**config.mk**
```make
export PLATFORM = sky130hd
export DESIGN_NAME = seg7_hex_display
export DESIGN_NICKNAME = d
export VERILOG_FILES = /design/src/rtl/seg7_pkg.sv /design/src/rtl/seg7_hex_decoder.sv /design/src/rtl/seg7_hex_display.sv
export SDC_FILE = /design/constraint.sdc
export NUM_CORES = 1
export LEC_CHECK = 0
export ABC_CLOCK_PERIOD_IN_PS = 3000
export BUFFER_PORTS_ARGS = -buffer_cell sky130_fd_sc_hd__clkbuf_2
export CAP_MARGIN = 25
export CORE_ASPECT_RATIO = 1.75
export CORE_UTILIZATION = 58
export CTS_BUF_LIST = sky130_fd_sc_hd__clkbuf_8
export DETAILED_ROUTE_END_ITERATION = 8
export PLACE_DENSITY = 0.81
export SLEW_MARGIN = 25
export SYNTH_ARGS = -nofsm -noshare
export SYNTH_HDL_FRONTEND = slang
export SYNTH_HIERARCHICAL = 1
export SYNTH_SLANG_ARGS = --single-unit
```
**constraint.sdc**
```tcl
create_clock -name clk -period 3 [get_ports clk]
set_input_delay 0.15 -clock clk [delete_from_list [all_inputs] [get_ports clk]]
set_output_delay 0.15 -clock clk [all_outputs]
set_load 0.01 [all_outputs]
```
**src/rtl/seg7_pkg.sv**
```systemverilog
// Shared constants and the hex-to-segment lookup for the 7-segment display path.
// Purely combinational content, so there is no latency.
// No flow control: the package holds constants and functions only.
package seg7_pkg;

    localparam int          NDIG      = 4;
    localparam logic [6:0]  SEG_BLANK = 7'h7F;
    localparam logic [3:0]  AN_OFF    = 4'hF;

    // Active-low segment pattern {g,f,e,d,c,b,a} for one hex nibble.
    function automatic logic [6:0] hex_to_seg(input logic [3:0] nib);
        logic [6:0] s;
        case (nib)
            4'h0: s = 7'h40;
            4'h1: s = 7'h79;
            4'h2: s = 7'h24;
            4'h3: s = 7'h30;
            4'h4: s = 7'h19;
            4'h5: s = 7'h12;
            4'h6: s = 7'h02;
            4'h7: s = 7'h78;
            4'h8: s = 7'h00;
            4'h9: s = 7'h10;
            4'hA: s = 7'h08;
            4'hB: s = 7'h03;
            4'hC: s = 7'h46;
            4'hD: s = 7'h21;
            4'hE: s = 7'h06;
            default: s = 7'h0E;
        endcase
        return s;
    endfunction

endpackage

```
**src/rtl/seg7_hex_decoder.sv**
```systemverilog
// Hex nibble to active-low 7-segment pattern; kept as a module so other displays can reuse it.
// Combinational, zero cycles of latency.
// No flow control: output follows input continuously.
// Ports: nib (4-bit hex digit in), seg (7-bit {g,f,e,d,c,b,a} active-low out).
module seg7_hex_decoder
    import seg7_pkg::*;
(
    input  logic [3:0] nib,
    output logic [6:0] seg
);

    assign seg = hex_to_seg(nib);

endmodule

```
**src/rtl/seg7_hex_display.sv**
```systemverilog
// Time-multiplexed 4-digit hex display of a 16-bit word with per-frame snapshot and leading-zero blanking.
// Pins are registered and lag the scan index by one cycle; a new value reaches the pins within 4*DIV+1 cycles.
// No flow control: value is sampled only at frame boundaries, changes in between are ignored.
// Ports: clk, rst (sync, active-high), value[15:0], en, dp_mask[3:0] in; seg[6:0], dp, an[3:0] out (all active-low).
module seg7_hex_display
    import seg7_pkg::*;
#(
    parameter int CLK_HZ        = 100_000_000,
    parameter int DIGIT_HZ      = 1000,
    parameter bit BLANK_LEADING = 1'b1
) (
    input  logic        clk,
    input  logic        rst,
    input  logic [15:0] value,
    input  logic        en,
    input  logic [3:0]  dp_mask,
    output logic [6:0]  seg,
    output logic        dp,
    output logic [3:0]  an
);

    localparam int DIV = CLK_HZ / DIGIT_HZ;
    localparam int PW  = (DIV < 2) ? 1 : $clog2(DIV);
    localparam logic [PW-1:0] PMAX = PW'(DIV - 1);

    if (DIV < 2) begin : g_div_check
        $error("seg7_hex_display: CLK_HZ/DIGIT_HZ must be at least 2");
    end

    logic [PW-1:0] pcnt;
    logic [1:0]    idx;
    logic [15:0]   shadow;
    logic          tick;
    logic [3:0]    nib;
    logic [15:0]   lead;
    logic          blank;
    logic [6:0]    hex_seg;
    logic [3:0]    an_sel;

    assign tick   = (pcnt == PMAX);
    assign nib    = shadow[{idx, 2'b00} +: 4];
    // Current digit and everything above it; all zero means it is a leading zero.
    assign lead   = shadow >> {idx, 2'b00};
    assign blank  = BLANK_LEADING && (idx != 2'd0) && (lead == 16'h0000);
    assign an_sel = ~(4'b0001 << idx);

    seg7_hex_decoder u_dec (
        .nib (nib),
        .seg (hex_seg)
    );

    always_ff @(posedge clk) begin
        if (rst) begin
            pcnt   <= '0;
            idx    <= 2'd0;
            shadow <= 16'h0000;
            an     <= AN_OFF;
            seg    <= SEG_BLANK;
            dp     <= 1'b1;
        end else begin
            pcnt <= tick ? '0 : pcnt + 1'b1;
            if (tick) begin
                idx <= idx + 2'd1;
            end
            // Capture only as the last digit finishes so a frame never mixes two words.
            if (tick && idx == 2'd3) begin
                shadow <= value;
            end
            an  <= (en && !blank) ? an_sel : AN_OFF;
            seg <= blank ? SEG_BLANK : hex_seg;
            dp  <= ~(dp_mask[idx] && en && !blank);
        end
    end

endmodule

```
==> qor.yml, run 1 <==
outcome:
  status: "complete, no violations"
synthesis:
  syn_inst: 226
  syn-num-nets: 261
  netlist_area_um2: 2300
  synth.yosys.seq_area_share_pct: 40.9
  synth-seq-cells: 47
  ys_types: 39
  postSynthAreaPerCell_um2: 10.2
  yosysWarnings: 6
cts:
  cts_hold_buf: 0
  htree_num_levels: 2
  cts_tree: "done"
  postCtsSetupRepairBufs: 0
  cts.clk_slew.worst_paths_ns: 0.09
  clk_latency_ns: 0.30
  root_buffer: "clkbuf_8"
  clk_path_buf_depth: 2
  cts_buffers: 5
  cts_resized: 0
  numClockSinks: 47
grt:
  grt_start_max_net_pins: 30
  grt_antenna_before_repair: 0
  use_met1_pct: 22.4
  grt_use_met2_pct: 36.7
  grt_pass1_vias: 1549
  grt_usage_pct: 21.0
  use_met3_pct: 6.27
  grt.busiest_layer: "met2"
  gr-total-overflow: 0
  grt_pass1_wl_mm: 6.76
sta:
  fmax_mhz: 401
  slew_violations: 0
  hold_viol: 0
  maxSlewHeadroom_pct: 62.6
  grt_setup_unrepaired: "false"
  layout_min_cycle_time_ns: 2.49
  setup-violations-final: 0
  min_period_over_period_pct: 83.1
  fin_worst_skew_ns: 0.00852
  worst_slew_pin_slew_ns: 0.556
  tns_ns: 0
floorplanning:
  die-area_um2: 4230
  die_w_um: 49.6
  io_pins: 35
  dieHeight_um: 85.3
  initial_utilization_pct: 60.1
  fp-row-count: 30
  core_area_um2: 3830
placement:
  routabilityCongestion: 0.837
  io_buffers: 34
  hpwl_mm: 2.94
  dpl_cell_area_um2: 2450
routing:
  dr.pass1.iters: 4
  antenna_left: 0
  first_iter_violations: 28
  wirelength_mm: 3.98
  routed-via-count: 1704
  drc: 0
  wl_per_cell_um: 13.0
  viasPerCell: 5.55
worst_setup_path:
  cp.required_ns: 3.20
  crit_type: "reg -> reg"
  crit_path_end_kind: "register"
  worst_setup_path_start_kind: "register"
  r2r_setup_slack_ns: 0.51
  worstPathMaxFanout: 8
  arrival_ns: 2.69
cells_and_area:
  syn_to_final_growth_pct: 10.1
  final_layout_size_suffix_gt1_share_pct: 18.9
  num_antenna_cells: 0
  layout_commonest_cell: "dfxtp_1"
  most-common-layout-cells: "47 x dfxtp_1, 44 x nor2_1, 34 x clkbuf_2, 20 x mux2i_1, 12 x ha_1"
  fin_area_um2: 2530
  layout.nets: 293
power_and_ir_drop:
  finalPower_w: 0.00105
  powerDensity_nw_per_um2: 414
  irDropWorstVdd_v: 0.000340
  p_leak_nw: 1.14
job:
  drv_cap: 0
min_path:
  hold_path.class: "in -> reg"
power by group:
group / internal (W) / total (W) / switching, W
Sequential: 0.000632 / 0.000637 / 0.00000449
Clock: 0.000160 / 0.000368 / 0.000208
Combinational: 0.0000212 / 0.0000435 / 0.0000223
Total: 0.000813 / 0.00105 / 0.000235
layer usage:
metal / vias to the layer above / share of wire [%]
li1: 856 / -
met1: 804 / 41
met2: 37 / 53
met3: 7 / 4.1
met4: 0 / 1.9
met5: - / 0
flip-flops by register name (all words and copies together), names as in the netlist:
| name | cells |
|---|---|
| pcnt | 17 |
| shadow | 16 |
| seg | 7 |
| an | 4 |
| idx | 2 |
| dp | 1 |
synth_stat cells, drive strengths merged:
library cell | number | area [um2]
and4 | 2 | 17.5
nor2 | 44 | 165
nand3 | 5 | 25.0
o21ai | 2 | 10.0
nand3b | 4 | 30.0
inv | 7 | 26.3
nand2 | 9 | 33.8
mux4 | 6 | 154
nor3 | 2 | 10.0
nand4bb | 1 | 11.3
dfxtp | 47 | 941
xor2 | 10 | 87.6
bufbuf | 1 | 32.5
and3 | 2 | 12.5
buf | 7 | 53.8
nand4b | 1 | 8.76
nor2b | 1 | 6.26
and2b | 1 | 8.76
a21oi | 3 | 15.0
clkbuf | 3 | 11.3
o2bb2ai | 1 | 8.76
or3b | 1 | 8.76
or3 | 7 | 43.8
a32o | 1 | 10.0
nor4b | 1 | 8.76
nand4 | 6 | 37.5
mux2i | 20 | 200
ha | 12 | 150
nor4 | 6 | 58.8
or2 | 1 | 6.26
a22o | 2 | 17.5
mux2 | 1 | 11.3
or4 | 3 | 26.3
xnor2 | 6 | 52.6
kinds of logic after synthesis:
kind of cell,Yosys count,synth area share (%)
AO/OA/AOI/OAI,9,2.66
XOR/XNOR,16,6.09
adder cells (fa/ha/maj),12,6.53
buffers and inverters,18,5.38
flip-flops,47,40.9
multiplexers,27,15.9
AND/OR/NAND/NOR,97,22.6
worst paths after layout:
kind | start | end | cells past startpoint
worst min-delay path | value[2] | shadow[2]$_SDFFE_PP0P_ | 3
worst max register to register | idx[0]$_SDFFE_PP0P_ | seg[3]$_SDFF_PP1_ | 6
worst min register to register | pcnt[0]$_SDFF_PP0_ | pcnt[0]$_SDFF_PP0_ | 1
worst max-delay path | idx[0]$_SDFFE_PP0P_ | seg[3]$_SDFF_PP1_ | 6
cell type report:
| type | instances | area (um2) |
|---|---|---|
| Clock buffer | 5 | 68.8 |
| Tap cell | 48 | 60.1 |
| Multi-Input combinational cell | 161 | 1240 |
| Inverter | 7 | 26.3 |
| Timing Repair Buffer | 36 | 185 |
| Sequential cell | 47 | 941 |
| Clock inverter | 3 | 16.3 |
| Fill cell | 357 | 1290 |
worst max-delay path, cell delays in order (launching register included):
cell and delay (ns):
dfxtp_1 0.42, mux4_1 0.75, inv_1 0.21, ha_1 0.16, inv_1 0.04, mux4_1 0.46
or3_1 0.34
stage by stage:
| step | hold WS, ns | util [%] | setup slack (ns) | std cells |
|---|---|---|---|---|
| final | 0.0720 | 66.2 | 0.506 | 307 |
| after global routing | 0.0731 | 66.2 | 0.342 | 307 |
| after CTS | 0.0752 | 66.2 | 0.501 | 307 |
| after detailed placement | 0.390 | 64.0 | 0.508 | 299 |
| after global placement | 0.380 | 64.0 | 0.588 | 299 |
| after floorplan | 0.294 | - | 0.548 | 226 |
Power figures use the tool's default switching activity.
==> run 2: changes to the inputs <==
ABC_CLOCK_PERIOD_IN_PS = 2250   (was 3000)
CORE_UTILIZATION = 53   (was 58)
PLACE_DENSITY = 0.78   (was 0.81)
clock period = 2.25 ns   (was 3 ns; I/O delays follow)
==> qor.yml, run 2 (synthesis results as in run 1) <==
sta:
  min_period_over_period_pct: 95.4
  setup-violations-final: 0
  worst_slew_pin_slew_ns: 0.581
  fin_worst_skew_ns: 0.00450
  maxSlewHeadroom_pct: 61.0
  hold_viol: 0
  layout_min_cycle_time_ns: 2.15
  grt_setup_unrepaired: "false"
  fmax_mhz: 466
  tns_ns: 0
  slew_violations: 0
  holdWs_ns: 0.0375
worst_setup_path:
  cp_slowest_stage_delay_ns: 0.58
  slowest_stage: "mux4_2"
  crit_path_end_kind: "register"
  arrival_ns: 2.33
  crit_type: "reg -> reg"
  worst_setup_path_start_kind: "register"
  crit_top_cell: "mux4_2"
  cp.required_ns: 2.44
  worstPathMaxFanout: 6
  path_cells: "mux4_2 > ha_1 > mux4_2 > or3_1"
power_and_ir_drop:
  combinationalPowerShare_pct: 4.2
  irDropWorstVdd_v: 0.000601
  switching_share_pct: 22.2
  p_switching_w: 0.000308
  clkPwrFrac_pct: 34.7
  seq_power_share_pct: 61.1
  p_int_w: 0.00108
  powerDensity_nw_per_um2: 534
  p_leak_nw: 1.17
  finalPower_w: 0.00139
cells_and_area:
  syn_to_final_growth_pct: 13.1
  layout.nets: 304
  top_regs: "pcnt (17), shadow (16), seg (7)"
  num_antenna_cells: 0
  largest_reg_flops: 17
  multi_input_area_um2: 1220
  largest-register: "pcnt"
  final.fill_count: 356
  most-common-layout-cells: "46 x dfxtp_1, 44 x nor2_1, 34 x clkbuf_2, 20 x mux2i_1, 13 x buf_4"
  seqCellArea_um2: 945
  final_util_pct: 62.7
  layout_commonest_cell: "dfxtp_1"
  final_layout_size_suffix_gt1_share_pct: 24.4
cts:
  clk_path_buf_depth: 2
  root_buffer: "clkbuf_8"
  numClockSinks: 47
  clk_latency_ns: 0.30
  htree_num_levels: 2
  cts_tree: "done"
  cts.clk_slew.worst_paths_ns: 0.08
  cts_buffers: 5
  cts_hold_buf: 0
routing:
  drc: 0
  viasPerCell: 5.49
  wirelength_mm: 4.22
  first_iter_violations: 39
  dr.pass1.iters: 4
  wl_per_cell_um: 13.2
  routed-via-count: 1750
  antenna_left: 0
placement:
  hpwl_mm: 3.12
  routabilityCongestion: 0.872
  io_buffers: 34
outcome:
  status: "complete, no violations"
floorplanning:
  fp-row-count: 31
  die_w_um: 51.8
  io_pins: 35
  core_area_um2: 4150
  dieHeight_um: 89.2
  initial_utilization_pct: 55.4
  die-area_um2: 4620
grt:
  grt_start_max_net_pins: 30
  grt_pass1_wl_mm: 7.09
  grt_pass1_vias: 1665
  grt_antenna_before_repair: 0
  grt_usage_pct: 20.6
  gr-total-overflow: 0
job:
  drv_cap: 0
min_path:
  hold_path.class: "in -> reg"
## run 2: changes by cell type in the layout (fill, tap and decap cells not counted), sizes merged
cell      previous run  this run
inv                  8         9
buf                  2        13
clkinvlp             1         0
## run 2: final timing paths
check                           start                     end  slack [ns]  depth (start not counted)
setup / recovery  idx[0]$_SDFFE_PP0P_       seg[3]$_SDFF_PP1_        0.10                          4
hold reg to reg    pcnt[0]$_SDFF_PP0_      pcnt[0]$_SDFF_PP0_        0.47                          1
hold / removal               value[4]  shadow[4]$_SDFFE_PP0P_        0.04                          3
setup reg to reg  idx[0]$_SDFFE_PP0P_       seg[3]$_SDFF_PP1_        0.10                          4
## run 2: layout make-up
class	count	share of cell area, %
inverters	7	1.01
clock inverters	3	0.481
clock buffers	5	2.64
flip-flops and latches	47	36.3
well taps	49	2.36
repair buffers	47	10.3
multi-input cells	161	46.9
## run 2: critical path: cells and delay by family, from the launching register on
family | cells | cell delay [ns]
muxes | 2 | 1.05
DFF | 1 | 0.37
and+or+nand+nor | 1 | 0.34
adders and majority gates | 1 | 0.28
## run 2: stage by stage
step / std cells / setup WS [ns] / cell area [um2]
final: 319 / 0.103 / 2600
after global routing: 319 / 0.0252 / 2600
after CTS: 316 / 0.00618 / 2580
after detailed placement: 308 / 0.0120 / 2500
after global placement: 308 / 0.0742 / 2500
after floorplan: 226 / 0.00423 / 2290
## run 2: what timing repair did
item                                    4_1_cts  5_1_grt
gates resized for setup                       0        3
endpoints found under the setup margin        0        4
buffers inserted                              0        3
## run 2: metal layers
layer,wire (um),up-vias,GRT usage [%]
li1,-,876,-
met1,1620,822,20.0
met2,2370,40,39.9
met3,144,12,4.42
met4,85,0,9.09
met5,0,-,0
## run 2: power by group through the flow
stage | clock network (W) | logic, W | registers [W]
2_1_floorplan | 0 | 0.0000256 | 0.000872
3_3_place_gp | 0 | 0.0000589 | 0.000869
3_5_place_dp | 0 | 0.0000599 | 0.000869
4_1_cts | 0.000496 | 0.0000601 | 0.000849
5_1_grt | 0.000532 | 0.0000658 | 0.000850
6_report | 0.000482 | 0.0000590 | 0.000848
==> run 3: changes to the inputs <==
CORE_MARGIN = 5   (was unset)
==> qor.yml, run 3 (synthesis results as in run 1) <==
outcome:
  status: "complete, no violations"
sta:
  tns_ns: 0
  maxSlewHeadroom_pct: 59.3
  min_period_over_period_pct: 96.7
  holdWs_ns: 0.0406
  grt_setup_unrepaired: "true"
  layout_min_cycle_time_ns: 2.17
  setup-violations-final: 0
  worst_slew_pin_slew_ns: 0.607
  fin_worst_skew_ns: 0.00870
  slew_violations: 0
  hold_viol: 0
  fmax_mhz: 460
cells_and_area:
  final.fill_count: 373
  layout_commonest_cell: "dfxtp_1"
  largest_reg_flops: 17
  final_layout_size_suffix_gt1_share_pct: 23.9
  layout.nets: 302
  final_cell_count_no_fill: 317
  most-common-layout-cells: "46 x dfxtp_1, 44 x nor2_1, 34 x clkbuf_2, 20 x mux2i_1, 12 x ha_1"
  largest-register: "pcnt"
  multi_input_area_um2: 1220
  seqCellArea_um2: 945
  top_regs: "pcnt (17), shadow (16), seg (7)"
  num_antenna_cells: 0
  syn_to_final_growth_pct: 12.5
cts:
  cts_buffers: 5
  numClockSinks: 47
  cts_tree: "done"
  cts.clk_slew.worst_paths_ns: 0.09
  root_buffer: "clkbuf_8"
  clk_latency_ns: 0.30
  htree_num_levels: 2
  clk_path_buf_depth: 2
routing:
  dr.pass1.iters: 4
  drc: 0
  routed-via-count: 1751
  viasPerCell: 5.52
  wl_per_cell_um: 14.7
  first_iter_violations: 61
  wirelength_mm: 4.66
  antenna_left: 0
worst_setup_path:
  worst_setup_path_start_kind: "register"
  arrival_ns: 2.36
  cp.required_ns: 2.44
  rr_endpoint: "seg[3]$_SDFF_PP1_"
  crit_path_end_kind: "register"
  reg2reg_from: "idx[0]$_SDFFE_PP0P_"
  worstPathMaxFanout: 7
  r2r_setup_slack_ns: 0.08
  r2r_cells: 4
  crit_type: "reg -> reg"
min_path:
  min_path_cells: 3
  hold_path.class: "in -> reg"
  hold_start: "value[0]"
  min_to: "shadow[0]$_SDFFE_PP0P_"
power_and_ir_drop:
  clkPwrFrac_pct: 34.7
  p_switching_w: 0.000310
  powerDensity_nw_per_um2: 537
  finalPower_w: 0.00139
  p_leak_nw: 1.16
  irDropWorstVdd_v: 0.000374
  seq_power_share_pct: 61.0
  combinationalPowerShare_pct: 4.4
  switching_share_pct: 22.3
  p_int_w: 0.00108
floorplanning:
  die-area_um2: 5810
  die_w_um: 59.8
  core_area_um2: 4190
  dieHeight_um: 97.2
  fp-row-count: 31
  io_pins: 35
  initial_utilization_pct: 54.9
grt:
  use_met3_pct: 3.46
  grt.busiest_layer: "met2"
  grt_antenna_before_repair: 0
  gr-total-overflow: 0
  grt_start_max_net_pins: 30
  grt_usage_pct: 17.6
  grt_pass1_wl_mm: 8.07
  use_met1_pct: 18.0
  grt_use_met2_pct: 32.2
  grt_pass1_vias: 1816
placement:
  hpwl_mm: 3.57
  io_buffers: 34
  dp_cells: 307
  routabilityCongestion: 0.965
job:
  drv_cap: 0
## run 3: changes by cell type in the layout (fill, tap and decap cells not counted), sizes merged
cell and change:
buf -2
## run 3: power by group through the flow
stage	combinational [W]	sequential, W	clock (W)
global route	0.0000685	0.000850	0.000534
CTS	0.0000616	0.000850	0.000498
floorplan	0.0000256	0.000872	0
detailed placement	0.0000616	0.000869	0
global placement	0.0000605	0.000869	0
finish	0.0000608	0.000848	0.000482
## run 3: area by class of cell
type	count	area share (%)
well taps	49	2.37
multi-input cells	161	47.2
inverters	7	1.02
flip-flops and latches	47	36.5
repair buffers	45	9.77
clock inverters	3	0.484
clock buffers	5	2.66
## run 3: critical path: stages, from the launching register on
cell and delay [ns]:
dfxtp_4 0.38, mux4_2 0.59, ha_1 0.29, mux4_2 0.47
or3_1 0.34
## run 3: worst max-delay path by stage
stage | start | to | slack [ns] | cells after the start
3_3_place_gp | idx[0]$_SDFFE_PP0P_ | seg[3]$_SDFF_PP1_ | 0.09 | 6
4_1_cts | idx[0]$_SDFFE_PP0P_ | seg[3]$_SDFF_PP1_ | 0.003 | 6
3_5_place_dp | idx[0]$_SDFFE_PP0P_ | seg[3]$_SDFF_PP1_ | 0.006 | 6
6_report | idx[0]$_SDFFE_PP0P_ | seg[3]$_SDFF_PP1_ | 0.08 | 4
2_1_floorplan | idx[0]$_SDFFE_PP0P_ | seg[3]$_SDFF_PP1_ | 0.004 | 7
5_1_grt | idx[0]$_SDFFE_PP0P_ | seg[3]$_SDFF_PP1_ | -0.01 | 6
## run 3: what timing repair did
item,CTS,global route
endpoints found under the setup margin,0,11
resized for setup,0,3
endpoints found under the hold margin,0,0
buffers inserted,0,2
hold buffers,0,0
## run 3: per-layer routing
metal,wire length (um),share of wire (%)
met5,0,0
met2,2710,58
met4,104,2.2
met1,1700,36
met3,148,3.2
## run 3: stage by stage
| stage | util, % | setup slack [ns] | cell area (um2) |
|---|---|---|---|
| floorplan | - | 0.00423 | 2290 |
| global placement | 59.6 | 0.0878 | 2500 |
| detailed placement | 59.6 | 0.00644 | 2500 |
| CTS | 61.5 | 0.00320 | 2580 |
| global route | 61.8 | -0.0141 | 2590 |
| finish | 61.8 | 0.0752 | 2590 |
